==> src/rtl/cmd_issue_sequencer.sv <==
// Expands 128-bit PS command words into single-cycle DDR4 command requests
// with per-word repeat count and post-issue delay; exports a status word.
module cmd_issue_sequencer #(
   parameter int unsigned ROW_WIDTH   = 17,
   parameter int unsigned COL_WIDTH   = 10,
   parameter int unsigned DELAY_WIDTH = 16
) (
   input  logic                   c0_ddr4_clk,
   input  logic                   c0_ddr4_rst,
   input  logic [127:0]           S_AXIS_CMD_tdata,
   input  logic                   S_AXIS_CMD_tvalid,
   output logic                   S_AXIS_CMD_tready,
   output logic                   cmd_valid,
   input  logic                   cmd_ready,
   output logic [3:0]             cmd_op,
   output logic [1:0]             cmd_bg,
   output logic [1:0]             cmd_ba,
   output logic [ROW_WIDTH-1:0]   cmd_row,
   output logic [COL_WIDTH-1:0]   cmd_col,
   output logic [31:0]            states
);

   localparam logic [3:0] OP_NOP  = 4'd0;
   localparam logic [3:0] OP_RD   = 4'd4;
   localparam logic [3:0] OP_WR   = 4'd5;
   localparam logic [3:0] OP_ZQCS = 4'd7;
   localparam logic [3:0] OP_WAIT = 4'd8;

   typedef enum logic [1:0] {
      ST_IDLE  = 2'd0,
      ST_ISSUE = 2'd1,
      ST_DELAY = 2'd2,
      ST_ERR   = 2'd3
   } state_t;

   state_t                   r_state;
   logic                     r_valid;
   logic [3:0]               r_op;
   logic [1:0]               r_bg;
   logic [1:0]               r_ba;
   logic [ROW_WIDTH-1:0]     r_row;
   logic [COL_WIDTH-1:0]     r_col;
   logic [DELAY_WIDTH-1:0]   r_dly;
   logic [DELAY_WIDTH-1:0]   r_rep;
   logic [DELAY_WIDTH-1:0]   r_dcnt;
   logic                     r_more;
   logic                     r_err;
   logic [15:0]              r_count;
   logic [31:0]              r_states;

   logic [3:0]               w_op;
   logic [1:0]               w_bg;
   logic [1:0]               w_ba;
   logic [ROW_WIDTH-1:0]     w_row;
   logic [COL_WIDTH-1:0]     w_col;
   logic [DELAY_WIDTH-1:0]   w_delay;
   logic [DELAY_WIDTH-1:0]   w_rep;
   logic                     w_more;
   logic                     w_unused;

   assign w_op     = S_AXIS_CMD_tdata[127:124];
   assign w_bg     = S_AXIS_CMD_tdata[123:122];
   assign w_ba     = S_AXIS_CMD_tdata[121:120];
   assign w_row    = S_AXIS_CMD_tdata[102 +: ROW_WIDTH];
   assign w_col    = S_AXIS_CMD_tdata[92 +: COL_WIDTH];
   assign w_delay  = S_AXIS_CMD_tdata[76 +: DELAY_WIDTH];
   assign w_rep    = S_AXIS_CMD_tdata[60 +: DELAY_WIDTH];
   assign w_unused = ^{S_AXIS_CMD_tdata[59:0], S_AXIS_CMD_tdata[119:102+ROW_WIDTH]};

   // r_rep holds issues still owed after the current one
   assign w_more = (r_rep != '0);

   // Gated by reset so tready is low during reset and high as soon as it releases
   assign S_AXIS_CMD_tready = (r_state == ST_IDLE) && !c0_ddr4_rst;
   assign cmd_valid         = r_valid;
   assign cmd_op            = r_op;
   assign cmd_bg            = r_bg;
   assign cmd_ba            = r_ba;
   assign cmd_row           = r_row;
   assign cmd_col           = r_col;
   assign states            = r_states;

   always_ff @(posedge c0_ddr4_clk or posedge c0_ddr4_rst) begin
      if (c0_ddr4_rst) begin
         r_state  <= ST_IDLE;
         r_valid  <= 1'b0;
         r_op     <= '0;
         r_bg     <= '0;
         r_ba     <= '0;
         r_row    <= '0;
         r_col    <= '0;
         r_dly    <= '0;
         r_rep    <= '0;
         r_dcnt   <= '0;
         r_more   <= 1'b0;
         r_err    <= 1'b0;
         r_count  <= '0;
         r_states <= '0;
      end else begin
         r_states <= {r_count, 13'd0, r_err, r_state};
         unique case (r_state)
            ST_IDLE: begin
               if (S_AXIS_CMD_tvalid) begin
                  r_op   <= w_op;
                  r_bg   <= w_bg;
                  r_ba   <= w_ba;
                  r_row  <= w_row;
                  r_col  <= w_col;
                  r_dly  <= w_delay;
                  r_rep  <= w_rep;
                  r_more <= 1'b0;
                  if (w_op != OP_NOP && w_op <= OP_ZQCS) begin
                     r_valid <= 1'b1;
                     r_state <= ST_ISSUE;
                  end else if (w_op == OP_WAIT) begin
                     if (w_delay != '0) begin
                        r_dcnt  <= w_delay;
                        r_state <= ST_DELAY;
                     end
                  end else if (w_op != OP_NOP) begin
                     r_err   <= 1'b1;
                     r_state <= ST_ERR;
                  end
               end
            end
            ST_ISSUE: begin
               if (cmd_ready) begin
                  r_count <= r_count + 16'd1;
                  if (r_op == OP_RD || r_op == OP_WR) begin
                     r_col <= r_col + COL_WIDTH'(8);
                  end
                  r_more <= w_more;
                  if (w_more) begin
                     r_rep <= r_rep - DELAY_WIDTH'(1);
                  end
                  if (r_dly != '0) begin
                     r_dcnt  <= r_dly;
                     r_valid <= 1'b0;
                     r_state <= ST_DELAY;
                  end else if (!w_more) begin
                     r_valid <= 1'b0;
                     r_state <= ST_IDLE;
                  end
               end
            end
            ST_DELAY: begin
               if (r_dcnt <= DELAY_WIDTH'(1)) begin
                  if (r_more) begin
                     r_valid <= 1'b1;
                     r_state <= ST_ISSUE;
                  end else begin
                     r_state <= ST_IDLE;
                  end
               end else begin
                  r_dcnt <= r_dcnt - DELAY_WIDTH'(1);
               end
            end
            ST_ERR: begin
               r_state <= ST_IDLE;
            end
            default: begin
               r_state <= ST_IDLE;
            end
         endcase
      end
   end

endmodule

==> config.mk <==
export PLATFORM = sky130hd
export DESIGN_NAME = cmd_issue_sequencer
export DESIGN_NICKNAME = d
export VERILOG_FILES = /design/src/rtl/cmd_issue_sequencer.sv
export SDC_FILE = /design/constraint.sdc
export NUM_CORES = 1
export LEC_CHECK = 0
export ABC_AREA = 1
export CORE_ASPECT_RATIO = 1.5
export CORE_MARGIN = 2
export CORE_UTILIZATION = 33
export DETAILED_ROUTE_END_ITERATION = 8
export PLACE_DENSITY_LB_ADDON = 0.15
export SLEW_MARGIN = 20
export SYNTH_ARGS = -nofsm -noshare
export SYNTH_HDL_FRONTEND = slang
export SYNTH_SLANG_ARGS = --single-unit
==> constraint.sdc <==
create_clock -name c0_ddr4_clk -period 13 [get_ports c0_ddr4_clk]
set_input_delay 2.6 -clock c0_ddr4_clk [delete_from_list [all_inputs] [get_ports c0_ddr4_clk]]
set_output_delay 2.6 -clock c0_ddr4_clk [all_outputs]
set_load 0.03 [all_outputs]
==> qor.txt, run 1 <==
outcome -> finished, final reports clean
final setup TNS -> 0 ns
P_leak -> 4.02 nW
cell row count -> 62
# Max-Cap Violations -> 0
final net count -> 1,098
CP max stage cell -> clkdlybuf4s50_1
synthesis-stage register bit count -> 123
sequential-to-total area share from yosys stat -> 48.0%
pwr/cell area -> 249 nW/µm²
top cell type by total area after synthesis -> dfrtp_1
Hold WC Path Type -> flop to flop
Crit path arrival time -> 3.86 ns
Routed WL -> 16,000 µm
DRC violations left -> 0
post-placement cell count -> 1,191
Max VDD drop -> 0.000123 V
multi-input logic area -> 2900 µm²
largest net degree at the start of global routing -> 75
worst slew pin tran -> 0.776 ns
CTS sink count -> 123
top cell type's share of synthesized area -> 48.0%
EDFF count, synth -> 0
Hold Path Sink -> states[2]$_DFF_PP0_
kind of end point of the critical path -> primary output
initial antenna violation count -> 0
Clock Tree Buf Depth -> 2
Vias/cell -> 4.46
Root Buffer -> clkbuf_16
Initial DRC Count -> 240
I/O pins -> 201
core box area -> 19,100 µm²
synth top area cells -> dfrtp_1, nand2_1, nor2_1
P&R area growth vs syn -> 31.3%
total global routing track utilization -> 16.2%
drt wl/cell -> 13.1 µm
final setup fails -> 0
Synth Warn # -> 0
antenna cells -> 0
setup bufs post-CTS -> 0
worst r2r dst -> r_err$_DFFE_PP0P_
post-DP HPWL -> 11,100 µm
post-CTS sizing -> 0
ys async rst share -> 100%
Fill cells -> 1,985
Clock Skew -> 0.0132 ns
CP most frequent cell -> clkdlybuf4s50_1
CTS Hold Bufs -> 0
CP required -> 10.40 ns
Post-Syn Area per Cell -> 7.72 µm²
vias in the first global route -> 5,521
slew margin rel. -> 47.9%
number of H-tree levels -> 4
Finished Cell Area -> 8420 µm²
hold depth -> 0
IO Port Bufs -> 126
Synth Cell Area -> 6410 µm²
Setup CP Type -> primary input to primary output
Reg area -> 3080 µm²
Hold WS -> 0.394 ns
fin. max-slew vios -> 0
first-pass GRT wire length -> 27,200 µm
r2r setup slk -> 10.13 ns
DRT antenna net count -> 0
Setup crit start kind -> primary input
Die W -> 118 µm
Netlist cell types -> 42
top_reg_cell synth -> dfrtp_1
commonest cells in the netlist -> nand2_1, dfrtp_1, nor2_1, inv_1, o21ai_0
fin cells -> 1,224
hold path start -> r_err$_DFFE_PP0P_
CTS Buf Count -> 17
First-pass DRT Iterations -> 5
crit path cell chain -> clkdlybuf4s50_1 > nor2_1 > clkdlybuf4s50_1
fin crit period -> 6.46 ns
FF-to-FF path depth -> 6
layout cells sized above 1 -> 7.02%
post-synthesis cell count -> 831
r2r startpoint -> r_state[0]$_DFFE_PP0P_
f_max -> 155 MHz
Worst-path clk slew -> 0.06 ns
die footprint -> 20,600 µm²
TritonCTS clock tree -> done
total grt overflow -> 0
Placer Congestion -> 0.831
clock latency on the worst-skew pair -> 0.43 ns
Initial Util -> 33.6%
via count -> 5,463
Hold Vio Cnt, Final -> 0
Worst path max stage delay -> 0.67 ns
DP Area -> 7850 µm²
count leader, synth -> nand2_1
RSZ-0062 raised after global routing -> no
die height -> 175 µm
worst-path maximum fanout -> 2
crit share post-route -> 49.7%
[cells in the final DEF, fill, tap and decap left out, types with 2 or more instances in the layout]
| cell type | instances |
|---|---|
| o21ai_1 | 8 |
| nor3_1 | 4 |
| o211ai_1 | 3 |
| nand2_2 | 3 |
| inv_6 | 10 |
| clkbuf_16 | 17 |
| a31oi_1 | 2 |
| xnor2_1 | 7 |
| a22oi_1 | 3 |
| nand3_1 | 44 |
| o21ai_0 | 59 |
| o31ai_1 | 2 |
| nor2_4 | 5 |
| xor2_1 | 11 |
| nor2_1 | 87 |
| a21oi_1 | 26 |
| inv_1 | 65 |
| nand2_4 | 2 |
| ha_1 | 10 |
| clkinvlp_4 | 2 |
| nand2_1 | 294 |
| nor2_2 | 7 |
| nand3_2 | 2 |
| clkinv_2 | 2 |
| clkdlybuf4s50_1 | 126 |
| nand4_1 | 5 |
| nand3b_1 | 2 |
| o21bai_1 | 2 |
| buf_4 | 3 |
| conb_1 | 13 |
| o21ai_2 | 4 |
| dfrtp_1 | 123 |
| inv_4 | 2 |
[how the worst max path moves through the flow]
stage	from	to	slack (ns)	depth (start not counted)
final	c0_ddr4_rst	S_AXIS_CMD_tready	6.54	3
after global routing	c0_ddr4_rst	S_AXIS_CMD_tready	6.50	3
after CTS	c0_ddr4_rst	S_AXIS_CMD_tready	6.54	3
after detailed placement	c0_ddr4_rst	S_AXIS_CMD_tready	6.55	3
after global placement	c0_ddr4_rst	S_AXIS_CMD_tready	6.55	3
after floorplan	c0_ddr4_rst	cmd_ba[0]$_DFFE_PP0P_	7.13	1
[layout make-up]
| class | instances | area share, % |
|---|---|---|
| multi-input combinational | 614 | 34.4 |
| clock buffer | 17 | 5.05 |
| timing repair buffer | 130 | 15.5 |
| tap | 256 | 3.80 |
| sequential | 123 | 36.6 |
| clock inverter | 15 | 1.47 |
| inverter | 69 | 3.20 |
[per-stage QoR]
stage	utilization [%]	total power, mW	setup slack (ns)
after floorplan	-	1.37	7.13
after detailed placement	41.1	1.67	6.55
after CTS	44.0	2.13	6.54
after global placement	41.1	1.66	6.55
after global routing	44.1	2.29	6.50
final	44.1	2.10	6.54
[power breakdown]
part / internal (mW) / switching, mW
Combinational: 0.361 / 0.629
Sequential: 0.534 / 0.129
Clock: 0.249 / 0.195
Total: 1.14 / 0.952
[routing by layer]
layer	routed length (µm)	vias to the layer above	global-route usage [%]
met5	0	-	0
met4	192	0	5.02
met3	856	14	4.44
met2	7860	122	28.2
met1	7110	2474	19.6
li1	-	2853	-
[state kept, by name, summed over array words and instances, names as in the netlist]
name	count
states	19
cmd_row	17
r_count	16
r_dcnt	16
r_dly	16
r_rep	16
cmd_col	10
cmd_op	4
cmd_ba	2
cmd_bg	2
r_state	2
cmd_valid	1
r_err	1
r_more	1
[critical path, delay by kind of cell]
kind | cells | cell delay [ns]
buffers and inverters | 2 | 1.13
and+or+nand+nor | 1 | 0.12
[logic make-up (layout without fill, tap and decap cells)]
family | after synthesis | count (layout) | synth area share, %
buffers and inverters | 106 | 231 | 7.59
xor gates and xnor gates | 18 | 18 | 2.46
and+or+nand+nor | 459 | 459 | 29.9
DFF | 123 | 123 | 48.0
AOI/OAI and AO/OA | 113 | 113 | 9.85
adders and majority gates | 11 | 11 | 2.15
other | 1 | 13 | 0.0585
Note: power is estimated with default switching activity, not from simulation.
==> inputs of run 2 (changes only) <==
clock period = 6.1 ns   (was 13 ns; I/O delays follow)
==> qor.txt, run 2 (synthesis gave the netlist of run 1 again) <==
IO Port Bufs -> 126 (unchanged)
kind of end point of the critical path -> primary output
Die W -> 118 µm (unchanged)
utilization after layout -> 44.2% (+0.11 points)
TritonCTS clock tree -> done
CP most frequent cell -> clkdlybuf4s50_1
worst slew pin tran -> 0.796 ns (+0.0200 ns)
Hold Vio Cnt, Final -> 0 (unchanged)
pwr/cell area -> 537 nW/µm² (+120%)
RSZ-0062 raised after global routing -> no
layout cells sized above 1 -> 6.83% (-0.20 points)
Routed WL -> 15,900 µm (-0.84%)
post-DP HPWL -> 11,100 µm (about the same)
total global routing track utilization -> 16.2% (about the same)
slew margin rel. -> 46.6% (-1.3 points)
Setup CP Type -> primary input to primary output
crit path cell chain -> clkdlybuf4s50_1 > nor2_1 > clkdlybuf4s50_1
# Max-Cap Violations -> 0 (unchanged)
initial antenna violation count -> 0 (unchanged)
DRC violations left -> 0 (unchanged)
die height -> 175 µm (unchanged)
commonest non-fill, non-tap cell in the layout -> nand2_1
number of H-tree levels -> 4 (unchanged)
CP max stage cell -> clkdlybuf4s50_1
setup bufs post-CTS -> 0 (unchanged)
Clock Skew -> 0.00771 ns (-0.00554 ns)
highest-count cells in the layout ignoring fill and taps -> nand2_1, clkdlybuf4s50_1, dfrtp_1
CTS Buf Count -> 17 (unchanged)
via count -> 5,457 (-0.11%)
P_leak -> 4.02 nW (about the same)
total grt overflow -> 0 (unchanged)
CTS Hold Bufs -> 0 (unchanged)
Initial DRC Count -> 268 (+12%)
Initial Util -> 33.6% (unchanged)
final setup TNS -> 0 ns (unchanged)
fin crit period -> 3.72 ns
final setup fails -> 0 (unchanged)
Root Buffer -> clkbuf_16
vias in the first global route -> 5,559 (+0.69%)
largest net degree at the start of global routing -> 76 (+1.3%)
first-pass GRT wire length -> 27,400 µm (+0.89%)
fin. max-slew vios -> 0 (unchanged)
clock latency on the worst-skew pair -> 0.41 ns (-0.02 ns)
Hold WC Path Type -> flop to flop
outcome -> finished, final reports clean
Worst path max stage delay -> 0.67 ns (about the same)
antenna cells -> 0 (unchanged)
post-CTS sizing -> 0 (unchanged)
worst-path maximum fanout -> 2 (unchanged)
CTS sink count -> 123 (unchanged)
drt wl/cell -> 13.0 µm (-0.76%)
Clock Tree Buf Depth -> 2 (unchanged)
final net count -> 1,097 (-0.091%)
Worst-path clk slew -> 0.06 ns (about the same)
CP required -> 4.88 ns (-5.52 ns)
P&R area growth vs syn -> 31.6%
core box area -> 19,100 µm² (unchanged)
I/O pins -> 201 (unchanged)
Setup crit start kind -> primary input
DRT antenna net count -> 0 (unchanged)
die footprint -> 20,600 µm² (unchanged)
f_max -> 269 MHz
crit share post-route -> 61.1%
Placer Congestion -> 0.833 (+0.30%)
First-pass DRT Iterations -> 4 (-1)
Largest register FFs -> 19 (unchanged)
cell row count -> 62 (unchanged)
Max VDD drop -> 0.000239 V (+95%)
Vias/cell -> 4.46 (about the same)
Crit path arrival time -> 2.50 ns (-1.36 ns)
## run 2: final cells by class
cell class / instances / area [µm²]
clock buffer: 18 / 429
clock inverter: 14 / 159
fill: 1972 / 10600
inverter: 69 / 272
multi-input combinational: 614 / 2900
sequential: 123 / 3080
tap: 256 / 320
timing repair buffer: 129 / 1280
## run 2: final timing paths
kind | from | to | slack (ns) | depth (start not counted)
setup / recovery | c0_ddr4_rst | S_AXIS_CMD_tready | 2.38 | 3
hold / removal | r_err$_DFFE_PP0P_ | states[2]$_DFF_PP0_ | 0.38 | 0
setup reg to reg | r_state[1]$_DFFE_PP0P_ | r_dcnt[8]$_DFFE_PP0P_ | 3.54 | 10
hold reg to reg | r_err$_DFFE_PP0P_ | states[2]$_DFF_PP0_ | 0.38 | 0
max in group asynchronous | c0_ddr4_rst | cmd_ba[1]$_DFFE_PP0P_ | 3.70 | 3
min in group asynchronous | c0_ddr4_rst | r_rep[0]$_DFFE_PP0P_ | 1.33 | 2
## run 2: through the flow
stage          instances  worst slack [ns]  hold WS [ns]  area (µm²)  power [mW]
6_report            1223              2.38         0.382        8440        4.53
5_1_grt             1223              2.31         0.403        8440        4.95
2_1_floorplan        843              1.61         0.355        6460        2.93
4_1_cts             1223              2.40         0.391        8440        4.60
3_3_place_gp        1191              2.40         0.376        7850        3.54
3_5_place_dp        1191              2.40         0.376        7850        3.55
## run 2: worst max-delay path: cells and delay by family
| kind | cells | cell delay (ns) |
|---|---|---|
| buf+inv | 2 | 1.15 |
| simple gates | 1 | 0.13 |
## run 2: report_power, final
group / leakage, nW / internal, mW / switching, mW / total, mW
clock network: 0.277 / 0.611 / 0.404 / 1.02
logic: 2.22 / 0.768 / 1.33 / 2.10
registers: 1.53 / 1.14 / 0.280 / 1.42
## run 2: metal layers
metal	vias up	GRT usage, %	share of wire [%]
li1	2845	-	-
met1	2486	19.9	44
met2	112	27.9	50
met3	14	3.95	5.0
met4	0	5.37	1.3
met5	-	0	0
